[src/rtl/bb_feeder.sv]
// bb_feeder: tags play actions with inning/half, buffers one game, replays it as a burst.
// Optional sticky overflow flag port ovf_err enabled by BB_FEED_OVF_ERR_EN.
module bb_feeder #(
  parameter int DEPTH = 32
) (
  input  logic       clk,
  input  logic       rst_n,
  input  logic       act_valid,
  input  logic [2:0] act,
  output logic       act_ready,
  input  logic       res_valid,
  output logic       in_valid,
  output logic [1:0] inning,
  output logic       half,
  output logic [2:0] action,
  output logic       game_busy
`ifdef BB_FEED_OVF_ERR_EN
  ,
  output logic       ovf_err
`endif
);

  localparam int AW = $clog2(DEPTH);
  localparam int CW = AW + 1;

  typedef enum logic [1:0] {
    LOAD,
    STREAM,
    WAIT_RES
  } state_t;

  state_t         state;
  logic [5:0]     mem [DEPTH];
  logic [AW-1:0]  wr_ptr;
  logic [AW-1:0]  rd_ptr;
  logic [CW-1:0]  count;

  logic [1:0]     outs;
  logic           first;
  logic [1:0]     cur_inning;
  logic           cur_half;

  logic           full;
  logic           accept;
  logic [1:0]     add_outs;
  logic           nfirst;
  logic [2:0]     tot;
  logic           retire;
  logic           final_act;
  logic           fill;

  assign full      = (count == CW'(DEPTH));
  assign act_ready = (state == LOAD) && !full;
  assign accept    = act_valid && act_ready;
  assign game_busy = (state != LOAD);

  // Per-action effect on first base and outs, plus retirement decode
  always_comb begin
    add_outs = 2'd0;
    nfirst   = first;
    case (act)
      3'd0, 3'd1: nfirst = 1'b1;
      3'd2, 3'd3, 3'd4: nfirst = 1'b0;
      3'd5: begin
        nfirst   = 1'b0;
        add_outs = 2'd1;
      end
      3'd6: begin
        add_outs = first ? 2'd2 : 2'd1;
        nfirst   = 1'b0;
      end
      default: add_outs = 2'd1;
    endcase
    tot       = {1'b0, outs} + {1'b0, add_outs};
    retire    = (tot >= 3'd3);
    final_act = retire && (cur_inning == 2'd3) && cur_half;
    fill      = (count == CW'(DEPTH - 1));
  end

  // Game buffer storage; contents need no reset since count gates reads
  always_ff @(posedge clk) begin
    if (accept) mem[wr_ptr] <= {cur_inning, cur_half, act};
  end

  // Load/stream/wait sequencer, tracker and registered scorer outputs
  always_ff @(posedge clk or negedge rst_n) begin
    if (!rst_n) begin
      state      <= LOAD;
      wr_ptr     <= '0;
      rd_ptr     <= '0;
      count      <= '0;
      outs       <= 2'd0;
      first      <= 1'b0;
      cur_inning <= 2'd1;
      cur_half   <= 1'b0;
      in_valid   <= 1'b0;
      inning     <= 2'd0;
      half       <= 1'b0;
      action     <= 3'd0;
`ifdef BB_FEED_OVF_ERR_EN
      ovf_err    <= 1'b0;
`endif
    end else begin
      case (state)
        LOAD: begin
          in_valid <= 1'b0;
          if (accept) begin
            wr_ptr <= wr_ptr + AW'(1);
            count  <= count + CW'(1);
            if (final_act || fill) begin
              state      <= STREAM;
              outs       <= 2'd0;
              first      <= 1'b0;
              cur_inning <= 2'd1;
              cur_half   <= 1'b0;
`ifdef BB_FEED_OVF_ERR_EN
              if (!final_act) ovf_err <= 1'b1;
`endif
            end else if (retire) begin
              outs  <= 2'd0;
              first <= 1'b0;
              if (!cur_half) begin
                cur_half <= 1'b1;
              end else begin
                cur_half   <= 1'b0;
                cur_inning <= cur_inning + 2'd1;
              end
            end else begin
              outs  <= tot[1:0];
              first <= nfirst;
            end
          end
        end
        STREAM: begin
          if (count != '0) begin
            {inning, half, action} <= mem[rd_ptr];
            in_valid <= 1'b1;
            rd_ptr   <= rd_ptr + AW'(1);
            count    <= count - CW'(1);
            if (count == CW'(1)) state <= WAIT_RES;
          end else begin
            in_valid <= 1'b0;
            state    <= WAIT_RES;
          end
        end
        WAIT_RES: begin
          in_valid <= 1'b0;
          if (res_valid) state <= LOAD;
        end
        default: begin
          in_valid <= 1'b0;
          state    <= LOAD;
        end
      endcase
    end
  end

endmodule

[config.mk]
export PLATFORM = sky130hd
export DESIGN_NAME = bb_feeder
export DESIGN_NICKNAME = d
export VERILOG_FILES = /design/src/rtl/bb_feeder.sv
export SDC_FILE = /design/constraint.sdc
export NUM_CORES = 1
export LEC_CHECK = 0
export CAP_MARGIN = 5
export CORE_UTILIZATION = 56
export CTS_CLUSTER_SIZE = 20
export DETAILED_ROUTE_END_ITERATION = 6
export PLACE_DENSITY = 0.75
export SYNTH_ARGS = -nofsm -noshare
export SYNTH_HDL_FRONTEND = slang
export SYNTH_SLANG_ARGS = --single-unit
[constraint.sdc]
create_clock -name clk -period 2 [get_ports clk]
set_input_delay 0.4 -clock clk [delete_from_list [all_inputs] [get_ports clk]]
set_output_delay 0.4 -clock clk [all_outputs]
set_load 0.05 [all_outputs]
==> flow_metrics.env, run 1 <==
export IMPL_avgRoutedWirePerCell_um=23.2
export IMPL_startpoint_type="flip-flop"
export IMPL_ioPinCount=16
export IMPL_first_global_vias=5125
export IMPL_synthDistinctLibCells=62
export IMPL_cp_max_fo=2
export IMPL_dp_hpwl_um=12600
export IMPL_setup_ws_ps=-99.3
export IMPL_die_area_um2=17000
export IMPL_fin_tns_setup_ps=-2970
export IMPL_grtUsageTotal_pct=24.0
export IMPL_core_um2=16000
export IMPL_whs_ps=313
export IMPL_syn2layout_area_growth_pct=22.1
export IMPL_synthFlopType="edfxtp_1"
export IMPL_start_util_pct=57.7
export IMPL_clk_latency_ps=500
export IMPL_tightest_slew_ps=677
export IMPL_htreeDepth=1
export IMPL_clock_path_buffers=3
export IMPL_crit_type="reg2out"
export IMPL_fin_area_um2=11300
export IMPL_root_buffer="clkbuf_16"
export IMPL_grt_max_degree=34
export IMPL_overflow=0
export IMPL_antenna_found_initial=0
export IMPL_via_count=5095
export IMPL_synth_nets=551
export IMPL_die_x_um=130
export IMPL_max_freq_ghz=0.476
export IMPL_crit_required_ps=1600
export IMPL_outcome="finished with violations"
export IMPL_rsz0062_at_grt="true"
export IMPL_drt_first_pass_iters=5
export IMPL_synth_seq_cells=223
export IMPL_grt_pass1_wl_um=29700
export IMPL_fillCellCount=1048
export IMPL_synth_edf_count=192
export IMPL_p_total_mw=16.3
export IMPL_cts_made_buffers=23
export IMPL_synth_area_um2=9230
export IMPL_drv_cap=0
export IMPL_cts_sinks=223
export IMPL_diodes=0
export IMPL_vias_per_cell=6.02
export IMPL_skew_ps=8.66
export IMPL_yosysWarnings=0
export IMPL_finalHoldViolations=0
export IMPL_dpl_cell_count=789
export IMPL_routed_wl_um=19600
export IMPL_post_route_drc_count=0
export IMPL_drv_slew=0
export IMPL_min_period_ps=2100
export IMPL_io_buffer_count=15
export IMPL_netlist_instances=532
export IMPL_relSlewSlack_pct=54.9
export IMPL_fp_dieH_um=130
export IMPL_ant_nets=0
export IMPL_layout_nets=634
export IMPL_finalWeightedCongestion=0.846
export IMPL_dpl_instance_area_um2=10200
export IMPL_setup_viol=121
export IMPL_fin_crit_sh_pct=105
export IMPL_tritoncts="yes"
export IMPL_clk_pin_slew_ps=60
export IMPL_async_flop_share_pct=13.9
export IMPL_reg2regPathDepth=11
export IMPL_rows=46
export IMPL_syn_area_per_cell_um2=17.3
export IMPL_final_cells=846
export IMPL_violations="setup timing"
export IMPL_holdCritPathClass="in2async"
export IMPL_drive_above_1_share_pct=32.9
export IMPL_cp_data_arrival_time_ps=1700
export IMPL_ys_seq_area_share_pct=70.9
export IMPL_drt_iter0_markers=340
export IMPL_crit_path_end_kind="primary output"
export IMPL_ir_drop_v=0.00102
export IMPL_p_per_area_nw_per_um2=1450
export IMPL_power_leakage_nw=3.86
## final timing paths
kind	from	slack, ps	to
worst max-delay path	count[1]	-100	act_ready
min in group clk	act[2]	480	first
worst min-delay path	rst_n	310	state[0]
worst max register to register	first	-90	first
worst min register to register	outs[0]	510	outs[0]
max in group asynchronous	rst_n	1350	rd_ptr[1]
## timing repair
| item | CTS | global route |
|---|---|---|
| resized for setup | 38 | 17 |
| gates cloned | 0 | 2 |
| setup buffers | 7 | 8 |
| hold buffers | 0 | 0 |
| hold endpoints to repair | 0 | 0 |
| endpoints found under the setup margin | 171 | 204 |
| pin swaps | 30 | 10 |
## routing by layer
metal / vias to the layer above / routed length, µm / global-route usage [%]
li1: 2276 / - / -
met1: 2601 / 8050 / 33.1
met2: 180 / 9860 / 40.0
met3: 38 / 1260 / 3.71
met4: 0 / 468 / 7.51
met5: - / 0 / 0
## placed cells by master, fill, tap and decap left out, types with 8 or more instances in the layout
master           n
a21oi_1         10
buf_12          10
buf_4           48
buf_6           11
clkbuf_16       25
dfrtp_1         29
dlygate4sd2_1   10
edfxtp_1       192
ha_1            10
inv_1            8
mux2_2           9
mux2i_1         21
mux4_2          33
nand2_1         18
nor2_4          32
nor2b_1         10
o22ai_1         16
xnor2_1          8
## synth_stat cells, types with 6 or more instances
cell	n	share of area, %
a211oi_2	6	0.81
a21oi_1	10	0.54
a22oi_1	7	0.57
buf_2	9	0.49
buf_6	6	0.73
clkbuf_1	7	0.28
dfrtp_1	30	8.1
edfxtp_1	192	62
ha_1	11	1.5
inv_1	10	0.41
mux2_2	9	1.1
mux2i_1	21	2.3
mux4_2	33	8.1
nand2_1	24	0.98
nor2_1	39	1.6
nor2b_1	10	0.68
o21ai_1	7	0.38
o22ai_1	16	1.1
xnor2_1	8	0.76
## metrics by stage
step | setup WS [ps] | utilization (%)
6_report | -99.3 | 70.4
5_1_grt | -226 | 70.4
4_1_cts | -107 | 69.1
3_5_place_dp | -793 | 63.7
3_3_place_gp | -726 | 63.7
2_1_floorplan | -60.2 | -
## registers in the layout, indices dropped and copies added (netlist names)
| name | flops |
|---|---|
| action | 3 |
| count | 6 |
| cur_half | 1 |
| cur_inning | 2 |
| first | 1 |
| half | 1 |
| in_valid | 1 |
| inning | 2 |
| mem | 192 |
| outs | 2 |
| rd_ptr | 5 |
| state | 2 |
| wr_ptr | 5 |
## critical path, cell delays in order, from the launching register on
cell	delay, ps
dfrtp_1	390
inv_2	90
ha_4	130
nor4b_4	220
buf_4	180
a21oi_4	60
buf_12	140
## cell families (layout without fill, tap and decap cells)
logic type / after synthesis / count (layout) / share of synthesized area (%)
adders and majority gates: 12 / 12 / 1.71
buffers and inverters: 36 / 134 / 2.35
muxes: 65 / 65 / 11.7
and+or+nand+nor: 110 / 110 / 6.14
xor gates and xnor gates: 13 / 13 / 1.23
DFF: 223 / 223 / 70.9
AOI/OAI and AO/OA: 73 / 73 / 6.02
## power by group
part | total, mW | switching, mW | internal, mW
Combinational | 6.01 | 3.30 | 2.71
Clock | 4.04 | 1.68 | 2.37
Sequential | 6.28 | 0.466 | 5.81
Total | 16.3 | 5.45 | 10.9
## area by class of cell
class                   instances  area, µm²  share of cell area [%]
flip-flops and latches        223       6540                    58.1
repair buffers                 84        852                    7.56
multi-input cells             273       2860                    25.4
clock buffers                  30        602                    5.34
inverters                      10       37.5                   0.333
well taps                     216        270                    2.40
clock inverters                10       97.6                   0.866
Note: power is estimated with default switching activity, not from simulation.
==> run 2: changes to the inputs <==
Settings changed: CORE_UTILIZATION 56 to 57, DONT_BUFFER_PORTS from default to 1.
==> run 2 against run 1 <==
  * The flow still finishes with violations (setup timing)
  * Clock skew is 5.5 ps higher
  * Largest power group unchanged
  * Fmax down 4.8%
  * Clock-buffer cell count is 3 lower
  * Critical path depth increased by 3
  * Setup slack got worse by 110 ps
  * Combinational power shrank 11%
  * Critical endpoint is now outs[1]
  * Total power increased by 0.81%
  * Flip-flop and latch count unchanged
  * Via count down 5.5%
  * Utilization up 0.19 points
  * Non-clock buffer count shrank 29
==> flow_metrics.env, run 2 (synthesis gave the netlist of run 1 again) <==
export IMPL_routed_wl_um=17900
export IMPL_clk_pin_slew_ps=60
export IMPL_top_regs="mem (192), count (6)"
export IMPL_fin_area_um2=11200
export IMPL_drive_above_1_share_pct=34.1
export IMPL_cts_hold_buf=4
export IMPL_whs_ps=0.333
export IMPL_drv_cap=0
export IMPL_clock_path_buffers=3
export IMPL_drt_first_pass_iters=4
export IMPL_rsz0062_at_grt="true"
export IMPL_fp_dieH_um=129
export IMPL_diodes=0
export IMPL_relSlewSlack_pct=28.3
export IMPL_core_um2=15800
export IMPL_cp_data_arrival_time_ps=2620
export IMPL_syn2layout_area_growth_pct=21.1
export IMPL_clk_latency_ps=500
export IMPL_post_route_drc_count=0
export IMPL_power_leakage_nw=3.76
export IMPL_drv_slew=0
export IMPL_fin_crit_sh_pct=110
export IMPL_setup_ws_ps=-205
export IMPL_startpoint_type="flip-flop"
export IMPL_ant_nets=0
export IMPL_first_global_vias=4914
export IMPL_outcome="finished with violations"
export IMPL_max_freq_ghz=0.454
export IMPL_cp_max_fo=4
export IMPL_die_x_um=129
export IMPL_start_util_pct=58.3
export IMPL_ioPinCount=16
export IMPL_drt_iter0_markers=353
export IMPL_p_per_area_nw_per_um2=1470
export IMPL_grt_pass1_wl_um=27400
export IMPL_root_buffer="clkbuf_16"
export IMPL_die_area_um2=16700
export IMPL_violations="setup timing"
export IMPL_crit_path_end_kind="flip-flop"
export IMPL_dp_hpwl_um=11300
export IMPL_layout_nets=605
export IMPL_via_count=4815
export IMPL_cts_sinks=223
export IMPL_crit_required_ps=2420
export IMPL_largest_register="mem"
export IMPL_antenna_found_initial=0
export IMPL_grt_max_degree=37
export IMPL_finalHoldViolations=0
export IMPL_setup_viol=91
export IMPL_htreeDepth=1
export IMPL_fillCellCount=940
export IMPL_fin_tns_setup_ps=-2910
export IMPL_grtUsageTotal_pct=22.3
export IMPL_mostFrequentLayoutCells="192 x edfxtp_1, 33 x mux4_2, 32 x nor2_4, 32 x buf_4, 28 x dfrtp_1"
export IMPL_finalWeightedCongestion=0.826
export IMPL_dpl_instance_area_um2=9920
export IMPL_avgRoutedWirePerCell_um=21.9
export IMPL_dpl_cell_count=761
export IMPL_crit_type="reg2reg"
export IMPL_largest_register_ffs=192
export IMPL_tightest_slew_ps=1070
export IMPL_ir_drop_v=0.000976
export IMPL_skew_ps=14.2
export IMPL_rows=46
export IMPL_final_cells=818
export IMPL_p_total_mw=16.5
export IMPL_fin_util_pct=70.6
export IMPL_vias_per_cell=5.89
export IMPL_holdCritPathClass="in2reg"
export IMPL_overflow=0
export IMPL_min_period_ps=2200
export IMPL_tritoncts="yes"
export IMPL_final_common_cell="edfxtp_1"
export IMPL_io_buffer_count=0
export IMPL_dp_slack_ps=-226
export IMPL_cts_made_buffers=23
## run 2: cell types whose count changed in the layout (fill, tap and decap cells not counted), sizes merged
cell / before / now
clkdlybuf4s50: 3 / 0
bufinv: 2 / 6
inv: 10 / 11
clkinvlp: 1 / 3
dlygate4sd2: 10 / 0
buf: 69 / 53
clkinv: 7 / 4
dlygate4sd3: 0 / 2
clkbuf: 32 / 27
## run 2: final cells by class
cell class	count	area, µm²	area share, %
Clock inverter	14	234	2.09
Tap cell	216	270	2.42
Inverter	10	37.5	0.336
Multi-Input combinational cell	273	2880	25.8
Timing Repair Buffer	55	583	5.22
Clock buffer	27	621	5.55
Sequential cell	223	6550	58.6
## run 2: critical path, stage by stage, from the launching register on
cell and delay, ps:
dfrtp_1 390, nor2b_1 120, o21a_1 130, ha_2 170, inv_2 40, fa_1 490, nand2b_4 140, o211ai_1 160
or3_1 400, o21ai_1 90
## run 2: power by group
part / switching (mW) / total [mW] / internal (mW)
clock: 1.71 / 4.71 / 3.00
sequential: 0.605 / 6.41 / 5.81
combinational: 2.95 / 5.35 / 2.40
total: 5.26 / 16.5 / 11.2
## run 2: repair_timing
| item | 4_1_cts | 5_1_grt |
|---|---|---|
| setup endpoints to repair | 55 | 203 |
| buffers inserted | 6 | 6 |
| pin swaps | 25 | 17 |
| gates resized for setup | 18 | 34 |
| hold endpoints to repair | 128 | 32 |
| gates cloned | 1 | 0 |
## run 2: final timing paths
path | start | to | slack [ps] | depth (start not counted)
max reg2reg | first | outs[1] | -200 | 9
min | act[0] | mem[20][0] | 0.3 | 0
max | first | outs[1] | -200 | 9
min reg2reg | outs[0] | outs[0] | 550 | 2
max in group asynchronous | rst_n | cur_inning[0] | 1420 | 2
min in group asynchronous | rst_n | outs[0] | 340 | 2
## run 2: metal layers
layer  wire length (µm)  track usage (%)
met1               7690             30.3
met2               9040             37.9
met3                853             4.00
met4                316             5.47
met5                  0                0
==> run 3: changes to the inputs <==
Settings changed: CORE_UTILIZATION 57 to 63, PLACE_DENSITY 0.75 to 0.79.
Clock period 2 ns to 2.4 ns, I/O delays scaled along.
==> run 3 against run 2 <==
  * The flow now finishes without violations
  * Combinational power fell by 35%
  * Global-route usage rose by 4.5 points
  * Clock power fell by 32%
  * Hold slack improved by 84 ps
  * Critical path depth fell by 4
  * Register-to-register slack improved by 370 ps
==> flow_metrics.env, run 3 (synthesis gave the netlist of run 1 again) <==
export IMPL_fin_tns_setup_ps=0
export IMPL_drive_above_1_share_pct=23.9
export IMPL_holdCritPathClass="in2reg"
export IMPL_clk_pin_slew_ps=60
export IMPL_dp_hpwl_um=11700
export IMPL_rsz0062_at_grt="false"
export IMPL_crit_required_ps=1920
export IMPL_setup_viol=0
export IMPL_drv_cap=0
export IMPL_die_x_um=123
export IMPL_diodes=0
export IMPL_finalHoldViolations=0
export IMPL_critical_path_top_delay_family="flip-flops"
export IMPL_outcome="finished, final reports clean"
export IMPL_slowest_stage="dfrtp_1"
export IMPL_power_leakage_nw=3.59
export IMPL_drt_iter0_markers=500
export IMPL_skew_ps=13.6
export IMPL_largest_register_ffs=192
export IMPL_clk_latency_ps=500
export IMPL_fillCellCount=814
export IMPL_seqCellArea_um2=6550
export IMPL_antenna_found_initial=0
export IMPL_path_cells="inv_2 -> ha_4 -> nor4b_4 -> a21oi_2 -> buf_4"
export IMPL_layout_nets=597
export IMPL_slowest_delay_ps=410
export IMPL_core_um2=14100
export IMPL_crit_path_end_kind="primary output"
export IMPL_fp_dieH_um=123
export IMPL_p_per_area_nw_per_um2=1180
export IMPL_drt_first_pass_iters=5
export IMPL_via_count=5004
export IMPL_htreeDepth=1
export IMPL_cp_max_fo=4
export IMPL_largest_register="mem"
export IMPL_root_buffer="clkbuf_16"
export IMPL_syn2layout_area_growth_pct=12.4
export IMPL_max_freq_ghz=0.430
export IMPL_finalWeightedCongestion=0.832
export IMPL_io_buffer_count=0
export IMPL_top_regs="mem (192), count (6)"
export IMPL_startpoint_type="flip-flop"
export IMPL_routed_wl_um=18800
export IMPL_ioPinCount=16
export IMPL_first_global_vias=5217
export IMPL_critPathBufInv=2
export IMPL_cts_made_buffers=22
export IMPL_setup_ws_ps=72.2
export IMPL_ir_drop_v=0.000837
export IMPL_grt_max_degree=37
export IMPL_overflow=0
export IMPL_dp_slack_ps=-0.846
export IMPL_vias_per_cell=6.47
export IMPL_crit_type="reg2out"
export IMPL_mostFrequentLayoutCells="192 x edfxtp_1, 44 x buf_4, 39 x nor2_1"
export IMPL_fin_util_pct=73.6
export IMPL_die_area_um2=15100
export IMPL_fin_crit_sh_pct=97.0
export IMPL_cp_data_arrival_time_ps=1850
export IMPL_start_util_pct=65.5
export IMPL_drv_slew=0
export IMPL_rows=43
export IMPL_final_common_cell="edfxtp_1"
export IMPL_min_period_ps=2330
export IMPL_cts_sinks=223
export IMPL_post_route_drc_count=0
export IMPL_cts_setup_buffers=0
export IMPL_relSlewSlack_pct=41.8
export IMPL_grt_pass1_wl_um=29400
export IMPL_clock_path_buffers=3
export IMPL_tritoncts="yes"
export IMPL_tightest_slew_ps=874
export IMPL_grtUsageTotal_pct=26.9
export IMPL_ant_nets=0
export IMPL_multi_input_comb_area_um2=2500
export IMPL_avgRoutedWirePerCell_um=24.3
run 3: power by group:
group | internal [mW] | total [mW] | switching (mW)
clock network | 1.81 | 3.18 | 1.37
logic | 1.58 | 3.48 | 1.91
registers | 4.84 | 5.58 | 0.739
total | 8.23 | 12.2 | 4.01
run 3: per-stage QoR:
step	cells	hold WS [ps]	power, mW	cell area, µm²
final	774	84.4	12.2	10400
after global routing	774	62.4	12.8	10400
after CTS	774	71.2	12.2	10300
after detailed placement	732	185	9.03	9650
after global placement	732	185	8.87	9650
after floorplan	532	184	8.11	9230
run 3: what timing repair did:
item / 4_1_cts / 5_1_grt
hold buffers: 2 / 0
endpoints found under the hold margin: 31 / 0
gates resized for setup: 1 / 6
endpoints found under the setup margin: 39 / 173
run 3: area by class of cell:
cell class	count	area share [%]
Clock inverter	10	0.434
Sequential cell	223	63.1
Tap cell	180	2.17
Multi-Input combinational cell	273	24.1
Inverter	10	0.362
Clock buffer	30	5.99
Timing Repair Buffer	48	3.86
run 3: final timing paths:
| check | startpoint | end | depth (start not counted) | slack [ps] |
|---|---|---|---|---|
| max | count[1] | act_ready | 5 | 70 |
| min | act[0] | mem[30][0] | 0 | 80 |
| max reg2reg | first | outs[1] | 9 | 170 |
| min reg2reg | outs[0] | outs[0] | 2 | 520 |
| max in group asynchronous | rst_n | cur_inning[0] | 2 | 1730 |
| min in group asynchronous | rst_n | first | 2 | 430 |
run 3: worst register-to-register path: stages, from the launching register on:
cell	delay [ps]
dfrtp_1	390
nor2b_1	120
o21a_1	130
ha_1	140
inv_1	50
fa_1	500
nand2b_1	150
o211ai_1	200
or3_1	350
o21ai_1	100
run 3: per-layer routing:
| layer | up-vias | track usage [%] | wire length (µm) |
|---|---|---|---|
| li1 | 2178 | - | - |
| met1 | 2564 | 35.7 | 7550 |
| met2 | 222 | 44.7 | 9390 |
| met3 | 40 | 5.12 | 1420 |
| met4 | 0 | 9.71 | 439 |
| met5 | - | 0 | 0 |
